`config.mk`:
```
export PLATFORM = sky130hd
export DESIGN_NAME = ram_arbiter_flat
export DESIGN_NICKNAME = d
export VERILOG_FILES = /design/src/rtl/ram_arbiter_if.sv /design/src/rtl/ram_arbiter.sv /design/src/flat_wrapper.sv
export SDC_FILE = /design/constraint.sdc
export NUM_CORES = 1
export LEC_CHECK = 0
export BUFFER_PORTS_ARGS = -buffer_cell sky130_fd_sc_hd__buf_2
export CAP_MARGIN = 5
export CORE_MARGIN = 2
export CORE_UTILIZATION = 25
export DETAILED_ROUTE_END_ITERATION = 7
export GPL_ROUTABILITY_DRIVEN = 1
export PLACE_DENSITY_LB_ADDON = 0.08
export SLEW_MARGIN = 20
export SYNTH_ARGS = -nofsm -noshare
export SYNTH_HDL_FRONTEND = slang
export SYNTH_SLANG_ARGS = --single-unit
```
`constraint.sdc`:
```
create_clock -name clk -period 2.89 [get_ports clk]
set_clock_uncertainty 0.1 [all_clocks]
set_input_delay 0.1445 -clock clk [delete_from_list [all_inputs] [get_ports clk]]
set_output_delay 0.1445 -clock clk [all_outputs]
set_load 0.005 [all_outputs]
```
`src/rtl/ram_arbiter_if.sv`:
```
// rtl/ram_arbiter_if.sv - word request/ack bus shared by the arbiter's ports and its RAM FSM side
interface ram_arbiter_if #(
    parameter int ADDR_W = 20,
    parameter int DATA_W = 16
);
    logic              req;
    logic              we;
    logic [ADDR_W-1:0] addr;
    logic [DATA_W-1:0] wdata;
    logic              ack;    // on the RAM side this carries the FSM's done pulse
    logic [DATA_W-1:0] rdata;

    modport master (output req, we, addr, wdata, input ack, rdata);
    modport slave  (input req, we, addr, wdata, output ack, rdata);
endinterface

```
`src/rtl/ram_arbiter.sv`:
```
// rtl/ram_arbiter.sv - two-port cellular-RAM arbiter with access watchdog
// RAM_ARB_RR_EN: round-robin tie-break (default build: fixed priority to port 0).
module ram_arbiter #(
    parameter int ADDR_W  = 20,
    parameter int DATA_W  = 16,
    parameter int TIMEOUT = 15
) (
    input  logic             clk,
    input  logic             rst,
    ram_arbiter_if.slave     p0,
    ram_arbiter_if.slave     p1,
    ram_arbiter_if.master    mem,
    output logic             err
);
    typedef enum logic [1:0] {IDLE, WAIT, RESP} state_t;

    localparam logic [7:0] TIMER_LAST = 8'(TIMEOUT - 1);

    state_t            state;
    logic [7:0]        timer;
    logic              grant;
    logic              any_req;
    logic              pick;
    logic              sel_we;
    logic [ADDR_W-1:0] sel_addr;
    logic [DATA_W-1:0] sel_wdata;

    assign any_req = p0.req | p1.req;

`ifdef RAM_ARB_RR_EN
    logic last_grant;
    assign pick = (p0.req && p1.req) ? ~last_grant : p1.req;
`else
    assign pick = ~p0.req;
`endif

    assign sel_we    = pick ? p1.we    : p0.we;
    assign sel_addr  = pick ? p1.addr  : p0.addr;
    assign sel_wdata = pick ? p1.wdata : p0.wdata;

    always_ff @(posedge clk or posedge rst) begin
        if (rst) begin
            state     <= IDLE;
            timer     <= 8'd0;
            grant     <= 1'b0;
            mem.req   <= 1'b0;
            mem.we    <= 1'b0;
            mem.addr  <= {ADDR_W{1'b0}};
            mem.wdata <= {DATA_W{1'b0}};
            p0.ack    <= 1'b0;
            p1.ack    <= 1'b0;
            p0.rdata  <= {DATA_W{1'b0}};
            p1.rdata  <= {DATA_W{1'b0}};
            err       <= 1'b0;
`ifdef RAM_ARB_RR_EN
            last_grant <= 1'b1;
`endif
        end else begin
            p0.ack <= 1'b0;
            p1.ack <= 1'b0;
            err    <= 1'b0;
            case (state)
                IDLE: begin
                    if (any_req) begin
                        grant     <= pick;
                        mem.req   <= 1'b1;
                        mem.we    <= sel_we;
                        mem.addr  <= sel_addr;
                        mem.wdata <= sel_wdata;
                        timer     <= 8'd0;
`ifdef RAM_ARB_RR_EN
                        last_grant <= pick;
`endif
                        state     <= WAIT;
                    end
                end
                WAIT: begin
                    // done takes precedence over a timeout landing in the same cycle
                    if (mem.ack) begin
                        if (!mem.we) begin
                            if (grant) p1.rdata <= mem.rdata;
                            else       p0.rdata <= mem.rdata;
                        end
                        mem.req <= 1'b0;
                        if (grant) p1.ack <= 1'b1;
                        else       p0.ack <= 1'b1;
                        state   <= RESP;
                    end else if (timer == TIMER_LAST) begin
                        if (!mem.we) begin
                            if (grant) p1.rdata <= {DATA_W{1'b0}};
                            else       p0.rdata <= {DATA_W{1'b0}};
                        end
                        mem.req <= 1'b0;
                        if (grant) p1.ack <= 1'b1;
                        else       p0.ack <= 1'b1;
                        err     <= 1'b1;
                        state   <= RESP;
                    end else begin
                        timer <= timer + 8'd1;
                    end
                end
                RESP:    state <= IDLE;
                default: state <= IDLE;
            endcase
        end
    end
endmodule

```
`src/flat_wrapper.sv`:
```
// flat-port wrapper written by rule: the top's interface ports become plain ports
module ram_arbiter_flat 
#(
    parameter int ADDR_W  = 20,
    parameter int DATA_W  = 16,
    parameter int TIMEOUT = 15
)
  (clk, rst, err, p0_req, p0_we, p0_addr, p0_wdata, p0_ack, p0_rdata, p1_req, p1_we, p1_addr, p1_wdata, p1_ack, p1_rdata, mem_req, mem_we, mem_addr, mem_wdata, mem_ack, mem_rdata);
  ram_arbiter_if #(.ADDR_W(ADDR_W), .DATA_W(DATA_W)) p0_i ();
  ram_arbiter_if #(.ADDR_W(ADDR_W), .DATA_W(DATA_W)) p1_i ();
  ram_arbiter_if #(.ADDR_W(ADDR_W), .DATA_W(DATA_W)) mem_i ();
  input  logic clk;
  input  logic rst;
  output logic err;
  input wire logic [$bits(p0_i.req)-1:0] p0_req;
  input wire logic [$bits(p0_i.we)-1:0] p0_we;
  input wire logic [$bits(p0_i.addr)-1:0] p0_addr;
  input wire logic [$bits(p0_i.wdata)-1:0] p0_wdata;
  output wire logic [$bits(p0_i.ack)-1:0] p0_ack;
  output wire logic [$bits(p0_i.rdata)-1:0] p0_rdata;
  input wire logic [$bits(p1_i.req)-1:0] p1_req;
  input wire logic [$bits(p1_i.we)-1:0] p1_we;
  input wire logic [$bits(p1_i.addr)-1:0] p1_addr;
  input wire logic [$bits(p1_i.wdata)-1:0] p1_wdata;
  output wire logic [$bits(p1_i.ack)-1:0] p1_ack;
  output wire logic [$bits(p1_i.rdata)-1:0] p1_rdata;
  output wire logic [$bits(mem_i.req)-1:0] mem_req;
  output wire logic [$bits(mem_i.we)-1:0] mem_we;
  output wire logic [$bits(mem_i.addr)-1:0] mem_addr;
  output wire logic [$bits(mem_i.wdata)-1:0] mem_wdata;
  input wire logic [$bits(mem_i.ack)-1:0] mem_ack;
  input wire logic [$bits(mem_i.rdata)-1:0] mem_rdata;
  assign p0_i.req = p0_req;
  assign p0_i.we = p0_we;
  assign p0_i.addr = p0_addr;
  assign p0_i.wdata = p0_wdata;
  assign p0_ack = p0_i.ack;
  assign p0_rdata = p0_i.rdata;
  assign p1_i.req = p1_req;
  assign p1_i.we = p1_we;
  assign p1_i.addr = p1_addr;
  assign p1_i.wdata = p1_wdata;
  assign p1_ack = p1_i.ack;
  assign p1_rdata = p1_i.rdata;
  assign mem_req = mem_i.req;
  assign mem_we = mem_i.we;
  assign mem_addr = mem_i.addr;
  assign mem_wdata = mem_i.wdata;
  assign mem_i.ack = mem_ack;
  assign mem_i.rdata = mem_rdata;
  ram_arbiter #(.ADDR_W(ADDR_W), .DATA_W(DATA_W), .TIMEOUT(TIMEOUT)) u_core (.clk(clk), .rst(rst), .p0(p0_i), .p1(p1_i), .mem(mem_i), .err(err));
endmodule
```
==> summary.txt <==
STA
  • Post-route setup slack: 0.6432 ns
  • Max-slew violation count: 0
  • RSZ-0062 raised after global routing: false
  • Worst Tran Pin Value: 0.7286 ns
  • F_max: 0.4451 GHz
  • Hold slack: 0.009744 ns
  • Tcrit/Tclk final: 77.74%
  • Final hold vios: 0
  • Slew margin rel.: 51.39%
  • Post-route setup TNS: 0 ns
  • Setup Viol. Count Final: 0
  • Crit path time final: 2.247 ns

Clock network
  • Buffer levels on the longest clock path: 2
  • Post-CTS Setup Bufs: 0
  • Resized Gates After CTS: 0
  • CTS buffer count: 9
  • Clk Latency, worst-skew pair: 0.34 ns
  • Sink Count: 84
  • # H-tree levels: 3
  • Clock slew seen by the registers of the worst setup and hold paths: 0.06 ns
  • CTS root buf: clkbuf_16
  • TritonCTS clock tree: done

Critical path
  • Crit path capture type: flop
  • Setup Crit Path Kind: reg -> reg
  • CP arrival: 2.38 ns
  • Startpoint type of the worst setup path: flop
  • CP Max Fanout: 16
  • WP data required: 3.02 ns

Logic synthesis
  • Distinct cells, synth: 35
  • Sequential fraction of the synthesis area: 57.83%
  • Dominant cell type by area after synthesis: dfrtp_1
  • Synth Register Bits: 84
  • Top cell type's share of synthesized area: 57.83%
  • Synth area leaders: dfrtp_1 58%, mux2i_1 11%, o2bb2ai_1 7.2%
  • Syn Area/Cell: 11.12 um2
  • Most frequent cell after synthesis: dfrtp_1
  • Post-Syn Instances: 327
  • Syn_nets: 424
  • Main flop type after synthesis: dfrtp_1
  • Syn Std Cell Area: 3635 um2
  • Post-synth EDFFs: 0
  • Synth warn: 0
  • Async set-reset flop share out of synthesis: 100.0%
  • Top cells by count, synth: 84 x dfrtp_1, 46 x nor2_1, 41 x a21oi_1

Drt
  • Via/cell ratio: 4.401
  • Detailed-route via count: 3125
  • Antenna Nets Post-Route: 0
  • Routed wire length per instance: 14.11 um
  • DRC: 0
  • Routed WL: 10020 um
  • 1st-iter DRT viols: 109
  • Detailed Routing Iterations Pass 1: 7

Global route
  • Vias in the first global route: 3121
  • GRT Util Overall: 13.26%
  • Initial antenna violation count: 0
  • Largest net degree at the start of global routing: 85
  • Grt ovf: 0
  • First-pass GRT wire length: 16500 um

Pwr
  • Maximum vdd drop: 0.2800 mV
  • PwrDens: 889.7 nW/um2
  • Leakage: 2.557 nW

Flow run
  • Max-cap violations: 0

Placement
  • RD Place Congestion: 0.7587
  • DP Worst Slack: 0.6127 ns
  • I/O Buffers: 167
  • Post-DP HPWL: 6971 um

Cells and area
  • Area growth syn-to-layout: 44.72%
  • Fraction of layout cells with a size suffix above 1: 37.64%
  • Final Net Count: 618
  • Final core occ: 36.61%
  • Antenna cell count: 0

Die
  • Die Y-Extent: 124.6 um
  • Initial Util: 25.30%
  • Core footprint: 14370 um2
  • Die ar.: 15520 um2
  • Die X: 124.6 um
  • Io pins: 168
  • Row count: 44

Run status
  • Status: complete, no violations

Worst hold path
  • Min-Delay Path Class: in -> reg
==> power by group <==
part | total, W | switching (W) | internal, W
registers | 0.00203 | 0.000332 | 0.00170
clock network | 0.00110 | 0.000489 | 0.000612
logic | 0.00155 | 0.000757 | 0.000791
==> area by class of cell <==
class                      count  area [um2]
clock inverter                 6       45.04
sequential                    84        2102
clock buffer                  10       239.0
tap                          184       230.2
timing repair buffer         205        1211
fill                        1481        9109
multi-input combinational    215        1409
inverter                       6       23.77
==> final timing paths <==
kind                                                      start                              end  slack (ns)  cells past startpoint
worst max-delay path                u_core.timer[0]$_DFFE_PP0P_  u_core.p1.rdata[15]$_DFFE_PP0P_        0.64                      6
worst min-delay path                                p0_addr[14]  u_core.mem.addr[14]$_DFFE_PP0P_        0.01                      3
worst max register to register      u_core.timer[0]$_DFFE_PP0P_  u_core.p1.rdata[15]$_DFFE_PP0P_        0.64                      6
worst min register to register  u_core.p1.rdata[12]$_DFFE_PP0P_  u_core.p1.rdata[12]$_DFFE_PP0P_        0.39                      1
max in group asynchronous                                   rst   u_core.mem.addr[2]$_DFFE_PP0P_        2.00                      4
min in group asynchronous                                   rst  u_core.mem.wdata[7]$_DFFE_PP0P_        0.35                      4
==> timing repair <==
item | 4_1_cts | 5_1_grt
hold buffers | 31 | 0
endpoints found under the setup margin | 0 | 0
endpoints found under the hold margin | 117 | 0
==> flip-flops by register name (all words and copies together) (netlist names) <==
name,count
u_core.p1.rdata,16
u_core.timer,8
u_core.mem.we,1
u_core.mem.req,1
u_core.p1.ack,1
u_core.p0.ack,1
u_core.grant,1
u_core.state,2
u_core.p0.rdata,16
u_core.err,1
u_core.mem.addr,20
u_core.mem.wdata,16
==> through the flow <==
step / area (um2) / power (W) / std cells
after CTS: 5260 / 0.004763 / 710
after global routing: 5260 / 0.005063 / 710
after global placement: 4666 / 0.003587 / 663
final: 5260 / 0.004680 / 710
after floorplan: 3635 / 0.002795 / 327
after detailed placement: 4666 / 0.003598 / 663
==> logic make-up after synthesis <==
| logic type | after synthesis | synth area share [%] |
|---|---|---|
| simple gates | 84 | 10.33 |
| mux | 40 | 11.15 |
| compound gates | 89 | 16.56 |
| fa+ha+maj | 2 | 0.6884 |
| buf+inv | 28 | 3.442 |
| flops | 84 | 57.83 |
==> metal layers <==
metal	wire (um)	GRT usage [%]
met2	4568	20.54
met4	177	5.354
met1	4621	17.40
met5	0	0
met3	649	3.909
==> critical path: stages, from the launching register on <==
cell and delay (ns):
dfrtp_1 0.42, inv_1 0.11, ha_1 0.14, or4b_4 0.46
nor3_4 0.29, o21bai_2 0.30, a22o_1 0.31
==> cells in the final DEF (no fill, tap or decap), types with 2 or more instances in the layout <==
cell           instances
dlygate4sd3_1         31
inv_6                  2
a22o_1                 2
inv_1                  5
o21bai_2               2
clkinv_2               3
buf_4                  6
dfrtp_1               84
ha_1                   2
buf_2                167
nand2_1               21
o211ai_1               2
a21oi_1               41
o31ai_1                3
clkinv_4               2
mux2i_1               39
clkbuf_16              9
or3_1                  3
o2bb2ai_1             30
nand3_1                3
nor2_1                46
o21ai_0                5
Note: power is estimated with default switching activity, not from simulation.
